`config.mk`:
```
export PLATFORM = sky130hd
export DESIGN_NAME = insn_prefetch
export DESIGN_NICKNAME = d
export VERILOG_FILES = /design/src/rtl/insn_prefetch.sv
export SDC_FILE = /design/constraint.sdc
export NUM_CORES = 1
export LEC_CHECK = 0
export BUFFER_PORTS_ARGS = -buffer_cell sky130_fd_sc_hd__clkbuf_2
export CAP_MARGIN = 20
export CORE_MARGIN = 3
export CORE_UTILIZATION = 55
export CTS_BUF_LIST = sky130_fd_sc_hd__clkbuf_16
export DETAILED_ROUTE_END_ITERATION = 10
export GPL_TIMING_DRIVEN = 0
export PLACE_DENSITY = 0.78
export SYNTH_ARGS = -nofsm -noshare
export SYNTH_HDL_FRONTEND = slang
export SYNTH_SLANG_ARGS = --single-unit
```
`constraint.sdc`:
```
create_clock -name clk -period 3.1 [get_ports clk]
set_input_delay 0.155 -clock clk [delete_from_list [all_inputs] [get_ports clk]]
set_output_delay 0.155 -clock clk [all_outputs]
set_load 0.05 [all_outputs]
```
`src/rtl/insn_prefetch.sv`:
```
// Instruction prefetch stage: fetches code words at CS:IP and pushes them, one byte at a time, into the downstream 6-byte FIFO.
// Optional build macro PREFETCH_PERF_COUNTERS_EN adds the flush_count and stall_count outputs.
module insn_prefetch #(
  parameter int FIFO_DEPTH = 6
) (
  input  logic        clk,
  input  logic        reset,
  input  logic        load_new_ip,
  input  logic [15:0] new_cs,
  input  logic [15:0] new_ip,
  output logic [15:0] fetch_ip,
  output logic        fifo_wr_en,
  output logic [7:0]  fifo_wr_data,
  input  logic        fifo_full,
  input  logic        fifo_nearly_full,
  output logic        fifo_reset,
  output logic        mem_access,
  input  logic        mem_ack,
  output logic [18:0] mem_address,
  input  logic [15:0] mem_data
`ifdef PREFETCH_PERF_COUNTERS_EN
  ,
  output logic [15:0] flush_count,
  output logic [15:0] stall_count
`endif
);

  typedef enum logic [1:0] {
    IDLE    = 2'd0,
    FETCH   = 2'd1,
    PUSH_LO = 2'd2,
    PUSH_HI = 2'd3
  } state_t;

  if (FIFO_DEPTH < 1) begin : g_depth_check
    $error("insn_prefetch: FIFO_DEPTH must be positive");
  end

  // Word address = ({seg,4'b0} + off) >> 1. Bit 0 of the sum is off[0], so no carry leaves bit 0.
  function automatic logic [18:0] word_addr(input logic [15:0] seg, input logic [15:0] off);
    return {seg, 3'b000} + {4'b0000, off[15:1]};
  endfunction

  state_t      state_r, state_s;
  logic [15:0] cs_r, cs_s;
  logic [15:0] ip_r, ip_s;
  logic [7:0]  lo_r, lo_s;
  logic [7:0]  hi_r, hi_s;
  logic [18:0] addr_r, addr_s;
  logic        discard_r, discard_s;
  logic        stall_s;

  assign fetch_ip    = ip_r;
  assign mem_access  = (state_r == FETCH);
  assign mem_address = addr_r;
  assign fifo_reset  = load_new_ip;

  // State and datapath registers.
  always_ff @(posedge clk) begin
    if (!reset) begin
      state_r   <= IDLE;
      cs_r      <= 16'hFFFF;
      ip_r      <= 16'h0000;
      lo_r      <= 8'h00;
      hi_r      <= 8'h00;
      addr_r    <= 19'h7FFF8;
      discard_r <= 1'b0;
    end else begin
      state_r   <= state_s;
      cs_r      <= cs_s;
      ip_r      <= ip_s;
      lo_r      <= lo_s;
      hi_r      <= hi_s;
      addr_r    <= addr_s;
      discard_r <= discard_s;
    end
  end

  // Next-state, push and flush decisions.
  always_comb begin
    state_s      = state_r;
    cs_s         = cs_r;
    ip_s         = ip_r;
    lo_s         = lo_r;
    hi_s         = hi_r;
    addr_s       = addr_r;
    discard_s    = discard_r;
    fifo_wr_en   = 1'b0;
    fifo_wr_data = 8'h00;
    stall_s      = 1'b0;
    if (load_new_ip) begin
      cs_s = new_cs;
      ip_s = new_ip;
      if ((state_r == FETCH) && !mem_ack) begin
        // Bus cycle still open: keep the request up, throw away its data later.
        discard_s = 1'b1;
      end else if (state_r == FETCH) begin
        state_s   = IDLE;
        discard_s = 1'b0;
      end else begin
        // FIFO is being flushed, so restart immediately at the new address.
        state_s   = FETCH;
        addr_s    = word_addr(new_cs, new_ip);
        discard_s = 1'b0;
      end
    end else begin
      case (state_r)
        IDLE: begin
          if (!fifo_nearly_full && !fifo_full) begin
            state_s = FETCH;
            addr_s  = word_addr(cs_r, ip_r);
          end else begin
            state_s = IDLE;
          end
        end
        FETCH: begin
          if (!mem_ack) begin
            state_s = FETCH;
          end else if (discard_r) begin
            state_s   = IDLE;
            discard_s = 1'b0;
          end else if (ip_r[0]) begin
            hi_s = mem_data[15:8];
            if (!fifo_full) begin
              fifo_wr_en   = 1'b1;
              fifo_wr_data = mem_data[15:8];
              ip_s         = ip_r + 16'd1;
              state_s      = IDLE;
            end else begin
              stall_s = 1'b1;
              state_s = PUSH_HI;
            end
          end else begin
            lo_s = mem_data[7:0];
            hi_s = mem_data[15:8];
            if (!fifo_full) begin
              fifo_wr_en   = 1'b1;
              fifo_wr_data = mem_data[7:0];
              ip_s         = ip_r + 16'd1;
              state_s      = PUSH_HI;
            end else begin
              stall_s = 1'b1;
              state_s = PUSH_LO;
            end
          end
        end
        PUSH_LO: begin
          if (!fifo_full) begin
            fifo_wr_en   = 1'b1;
            fifo_wr_data = lo_r;
            ip_s         = ip_r + 16'd1;
            state_s      = PUSH_HI;
          end else begin
            stall_s = 1'b1;
          end
        end
        PUSH_HI: begin
          if (!fifo_full) begin
            fifo_wr_en   = 1'b1;
            fifo_wr_data = hi_r;
            ip_s         = ip_r + 16'd1;
            state_s      = IDLE;
          end else begin
            stall_s = 1'b1;
          end
        end
        default: begin
          state_s = IDLE;
        end
      endcase
    end
  end

`ifdef PREFETCH_PERF_COUNTERS_EN
  logic [15:0] flush_cnt_r;
  logic [15:0] stall_cnt_r;

  assign flush_count = flush_cnt_r;
  assign stall_count = stall_cnt_r;

  // Saturating flush and stall event counters.
  always_ff @(posedge clk) begin
    if (!reset) begin
      flush_cnt_r <= 16'h0000;
      stall_cnt_r <= 16'h0000;
    end else begin
      if (load_new_ip && (flush_cnt_r != 16'hFFFF)) begin
        flush_cnt_r <= flush_cnt_r + 16'd1;
      end else begin
        flush_cnt_r <= flush_cnt_r;
      end
      if (stall_s && (stall_cnt_r != 16'hFFFF)) begin
        stall_cnt_r <= stall_cnt_r + 16'd1;
      end else begin
        stall_cnt_r <= stall_cnt_r;
      end
    end
  end
`else
  logic unused_stall_s;
  assign unused_stall_s = stall_s;
`endif

endmodule

```
### Word level (Yosys, flattened, before mapping)

Index checks and enable logic that the tools add are counted.

* $add $sub $neg: 3
* reduce and logical (&&, ||, !) cells: 19
* bitwise gates (word level): 3
* multiplexer cells: 43
* equal/unequal tests: 11

Operators with widths (count)
* two-way mux 16 bit: 7
* two-way mux 19 bit: 5
* two-way mux 8 bit: 8
* adder 19 x 15 -> 19 bit: 2
* case mux 16 bit (2 select lines): 1
* case mux 8 bit (3 select lines): 1
* adder 16 x 1 -> 16 bit (second input constant): 1
* two-way mux 2 bit: 8
* != test 3 bit (second input constant): 5
* AND reduction 4 bit: 3
* two-way mux 1 bit: 11
* AND reduction 5 bit: 2
* case mux 2 bit (4 select lines): 1
* nonzero test 2 bit: 4
* == test 2 bit (second input constant): 2
* != test 2 bit (second input constant): 2
* logical NOT 1 bit: 3
* != test 3 x 2 -> 1 bit (second input constant): 1
* inverter 1 bit: 3
* AND reduction 3 bit: 1
* nonzero test 3 bit: 1
* == test 2 x 1 -> 1 bit (second input constant): 1
* logical AND 1 bit: 2
* logical NOT 2 bit: 1
* 3 further kinds: 3

* logic and storage cells: 87
* flip-flop bits (word level): 70
* output and inout port bits: 46

### Depth between registers and ports, before layout

* word-level depth: 7
* gate-level depth with buffers: 9
* mapped depth without buffers: 9

### Worst setup path after synthesis

Ideal clock, no wire load.

* path type: register -> register
* start point: register ip_r[4], in the netlist fetch_ip[4]
* end point: register addr_r[13], in the netlist mem_address[13]
* setup slack: 699 ps
* buffers on the path: 0
* data arrival time: 2269 ps
* period minus slack after synthesis: 2401 ps
* stages on the path, launching flop included: 10
* library setup time: 132 ps
* data required time: 2968 ps
* path through: dfxtp_1 ha_1 fa_1 a21oi_1 o211ai_1 a21oi_1 xor2_1 nor2_1 a211oi_1 a31oi_1

* longest elaborated chain between the ends: 4

RTL lines
* start: declaration: line 46 `logic [15:0] ip_r, ip_s;`
* start signal: assignment: line 71 `ip_r <= ip_s;`
* adder 19 x 15 -> 19 bit: line 41 `return {seg, 3'b000} + {4'b0000, off[15:1]};`
* two-way mux 19 bit: line 109 `if (!fifo_nearly_full && !fifo_full) begin`
* two-way mux 19 bit: line 107 `case (state_r)`
* two-way mux 19 bit: line 91 `if (load_new_ip) begin`
* end signal: assignment: line 74 `addr_r <= addr_s;`
* end: declaration: line 49 `logic [18:0] addr_r, addr_s;`

Every way passes these cells. The select of a mux whose other input is x is not followed.
A chain may end at the register's enable or synchronous reset.

### Final worst setup path

Ends and elaborated chain as after synthesis.

==> results.cfg <==
[yosys]
synthesis.area_per_instance_um2 = 8.30
postSynth.topFlopCell = sky130_fd_sc_hd__dfxtp_1
ys_ff_latch = 70
yosys_warnings = 0
part_of_the_yosys_area_used_for_sequential_elements_pct = 30.8
post_synth_edffs = 0
post_synth_instance_area_mm2 = 0.00455
netlist_instances = 549
net_count_synth = 631
async_flop_share_pct = 0
synth.distinct_cells = 56

[cts]
root_buffer = sky130_fd_sc_hd__clkbuf_16
cts_tree = yes
cts.clk_slew.worst_paths_ps = 60
cts-buffers-inserted = 9
post_cts.repair.setup_buffers = 0
cts_hold_bufs = 0
ctsHtreeMaxLevel = 3
cts_resized = 0
clkLatencyLatePin_ps = 340
clock_path_buffers = 2
clock-sinks = 70

[die]
start_util_pct = 57.7
num_io_pins = 100
die-area_mm2 = 0.00941
chipWidth_um = 97
area_inside_the_core_boundary_mm2 = 0.00789
row_count = 32
die_height_um = 97

[timing]
skew_ps = 9.36
setup_tns_ps = 0
period_minus_slack_ps = 2700
max_slew.worst_pin.slew_ps = 867
timing.final.max_slew_violations = 0
timing_hold_violations_final = 0
timing.final.crit_share_pct = 87.2
rsz0062_at_grt = no
slew-limit-headroom_pct = 41.8
finalSetupViolations = 0
hold-worst-slack_ps = 64.2
fmaxAchievable_mhz = 370

[global_route]
grtUsageTotal_pct = 29.3
vias_in_the_first_global_route = 4605
maximum_number_of_pins_on_one_net_before_global_route_repair = 13
antenna_found_initial = 0
globalRoute.totalOverflow = 0
global_route_wire_length_before_repair_mm = 22.5

[critical_path]
worst_path_required_ps = 3280
timing.critical_path.to_type = flop
worst-setup-path-type = flop to flop
setup.worst_path.start_class = flop
crit_fanout = 9
worstPathArrival_ps = 2890

[detailed_routing]
wl_per_cell_um = 18.0
post-route-drc-count = 0
detail_route.first_pass.iterations = 5
ant_nets = 0
iter_0_drt_violations = 460
route.detailed.vias_per_inst = 6.13
drt_wl_total_mm = 13.8
num_vias = 4692

[placement]
finalWeightedCongestion = 0.969
detailed_place_hpwl_mm = 10.2
port_buffers = 98

[cells_and_area]
area_delta_synth_final_pct = 20.5
final_common_cell = sky130_fd_sc_hd__clkbuf_2
post_route_cells_drive_above_1_share_pct = 19.6
multiInputGateArea_mm2 = 0.00299
final_nets = 740
layout.cells.most_common_list = 99 x sky130_fd_sc_hd__clkbuf_2, 70 x sky130_fd_sc_hd__dfxtp_1, 59 x sky130_fd_sc_hd__nand2_1
antennaDiodeCount = 0
seqCellArea_mm2 = 0.00140
layout.filler_cells = 647

[power]
vdd_ir_drop_max_v = 0.000309
p_per_area_mw_per_mm2 = 540
power.static_leakage_nw = 2.38

[min_path]
worst_hold_path_type = input pin to flop

[run]
maxCapViolations = 0

[run_status]
status = finished clean
-- critical path, stage by stage (launching register included) --
cell and delay [ps]:
sky130_fd_sc_hd__dfxtp_1 410, sky130_fd_sc_hd__ha_1 280, sky130_fd_sc_hd__fa_1 410, sky130_fd_sc_hd__a21oi_1 300, sky130_fd_sc_hd__o211ai_1 180, sky130_fd_sc_hd__a21oi_1 390, sky130_fd_sc_hd__xor2_1 180, sky130_fd_sc_hd__nor2_1 60
sky130_fd_sc_hd__a211oi_1 280, sky130_fd_sc_hd__a31oi_1 70
-- metal layers --
| layer | part of all wire (%) | vias to the layer above | track usage, % | wire [µm] |
|---|---|---|---|---|
| li1 | - | 2222 | - | - |
| met1 | 41 | 2161 | 37.7 | 5650 |
| met2 | 47 | 270 | 47.1 | 6420 |
| met3 | 9.8 | 39 | 7.57 | 1360 |
| met4 | 2.6 | 0 | 11.1 | 357 |
| met5 | 0 | - | 0 | 0 |
-- through the flow --
stage	setup slack [ps]	util (%)	area [µm²]	std cells	total power, mW
finish	398	69.6	5490	765	2.96
global route	251	69.6	5490	765	3.09
CTS	464	69.6	5490	765	2.96
detailed placement	521	65.6	5170	749	1.86
global placement	597	65.6	5170	749	1.84
floorplan	699	-	4550	549	1.64
-- cells in the mapped netlist (2+ instances only) --
| cell | instances | area share (%) |
|---|---|---|
| sky130_fd_sc_hd__xnor2_1 | 14 | 2.7 |
| sky130_fd_sc_hd__or3_1 | 2 | 0.27 |
| sky130_fd_sc_hd__buf_1 | 3 | 0.25 |
| sky130_fd_sc_hd__nor2b_1 | 23 | 3.2 |
| sky130_fd_sc_hd__o211ai_1 | 9 | 1.5 |
| sky130_fd_sc_hd__o31ai_1 | 6 | 0.99 |
| sky130_fd_sc_hd__nor2_2 | 2 | 0.27 |
| sky130_fd_sc_hd__a221oi_1 | 4 | 0.77 |
| sky130_fd_sc_hd__a32oi_1 | 4 | 0.77 |
| sky130_fd_sc_hd__a31oi_1 | 6 | 0.82 |
| sky130_fd_sc_hd__nand2_1 | 59 | 4.9 |
| sky130_fd_sc_hd__a21boi_0 | 3 | 0.49 |
| sky130_fd_sc_hd__a21oi_1 | 34 | 3.7 |
| sky130_fd_sc_hd__o21ai_0 | 37 | 4.1 |
| sky130_fd_sc_hd__o221ai_1 | 4 | 0.77 |
| sky130_fd_sc_hd__nor3_1 | 10 | 1.1 |
| sky130_fd_sc_hd__nand3_1 | 20 | 2.2 |
| sky130_fd_sc_hd__o22a_1 | 8 | 1.5 |
| sky130_fd_sc_hd__a21o_1 | 5 | 0.82 |
| sky130_fd_sc_hd__o211a_1 | 4 | 0.88 |
| sky130_fd_sc_hd__a211oi_1 | 3 | 0.49 |
| sky130_fd_sc_hd__and3_1 | 7 | 0.96 |
| sky130_fd_sc_hd__inv_1 | 10 | 0.82 |
| sky130_fd_sc_hd__mux2i_1 | 54 | 12 |
| sky130_fd_sc_hd__dfxtp_1 | 70 | 31 |
| sky130_fd_sc_hd__ha_1 | 26 | 7.1 |
| sky130_fd_sc_hd__clkbuf_1 | 15 | 1.2 |
| sky130_fd_sc_hd__xor2_1 | 12 | 2.3 |
| sky130_fd_sc_hd__o21a_1 | 2 | 0.33 |
| sky130_fd_sc_hd__buf_2 | 8 | 0.88 |
| sky130_fd_sc_hd__and2_1 | 8 | 1.1 |
| sky130_fd_sc_hd__o21ai_1 | 2 | 0.22 |
| sky130_fd_sc_hd__o2111ai_1 | 3 | 0.58 |
| sky130_fd_sc_hd__fa_1 | 2 | 0.88 |
| sky130_fd_sc_hd__nor3b_1 | 5 | 0.82 |
| sky130_fd_sc_hd__or4_1 | 2 | 0.33 |
| sky130_fd_sc_hd__nor2_1 | 41 | 3.4 |
| sky130_fd_sc_hd__a22oi_1 | 4 | 0.66 |
-- cell families (layout without fill, tap and decap cells) --
group | count (synthesis) | count (layout) | share of synthesized area [%]
adder cells (fa/ha/maj) | 28 | 28 | 8.02
buffers and inverters | 39 | 153 | 3.54
flip-flops | 70 | 70 | 30.8
multiplexers | 54 | 54 | 11.9
AND/OR/NAND/NOR | 186 | 186 | 19.8
XOR/XNOR | 26 | 26 | 5.00
AO/OA/AOI/OAI | 146 | 146 | 21.0
-- flip-flops by register name, indices dropped and copies added (netlist names) --
name	cells
lo_r	8
discard_r	1
hi_r	8
fetch_ip	16
mem_address	19
state_r	2
cs_r	16
-- final timing paths --
kind | startpoint | endpoint | slack, ps | depth (start not counted)
hold / removal | new_cs[0] | cs_r[0] | 60 | 3
setup / recovery | fetch_ip[4] | mem_address[13] | 400 | 9
hold reg to reg | mem_address[5] | mem_address[5] | 470 | 2
setup reg to reg | fetch_ip[4] | mem_address[13] | 400 | 9
-- area by class of cell --
| cell class | count | area share [%] |
|---|---|---|
| inverter | 11 | 0.753 |
| multi-input combinational | 440 | 54.5 |
| sequential | 70 | 25.5 |
| buffer | 28 | 2.19 |
| clock buffer | 9 | 4.10 |
| clock inverter | 7 | 1.62 |
| timing repair buffer | 98 | 8.94 |
| tap | 102 | 2.33 |
-- report_power, final --
group          internal [mW]  switching [mW]  leakage [nW]  total (mW)
combinational          0.291           0.549          1.66       0.840
sequential             0.966          0.0561         0.576        1.02
clock                  0.698           0.403         0.149        1.10
Note: power is estimated with default switching activity, not from simulation.
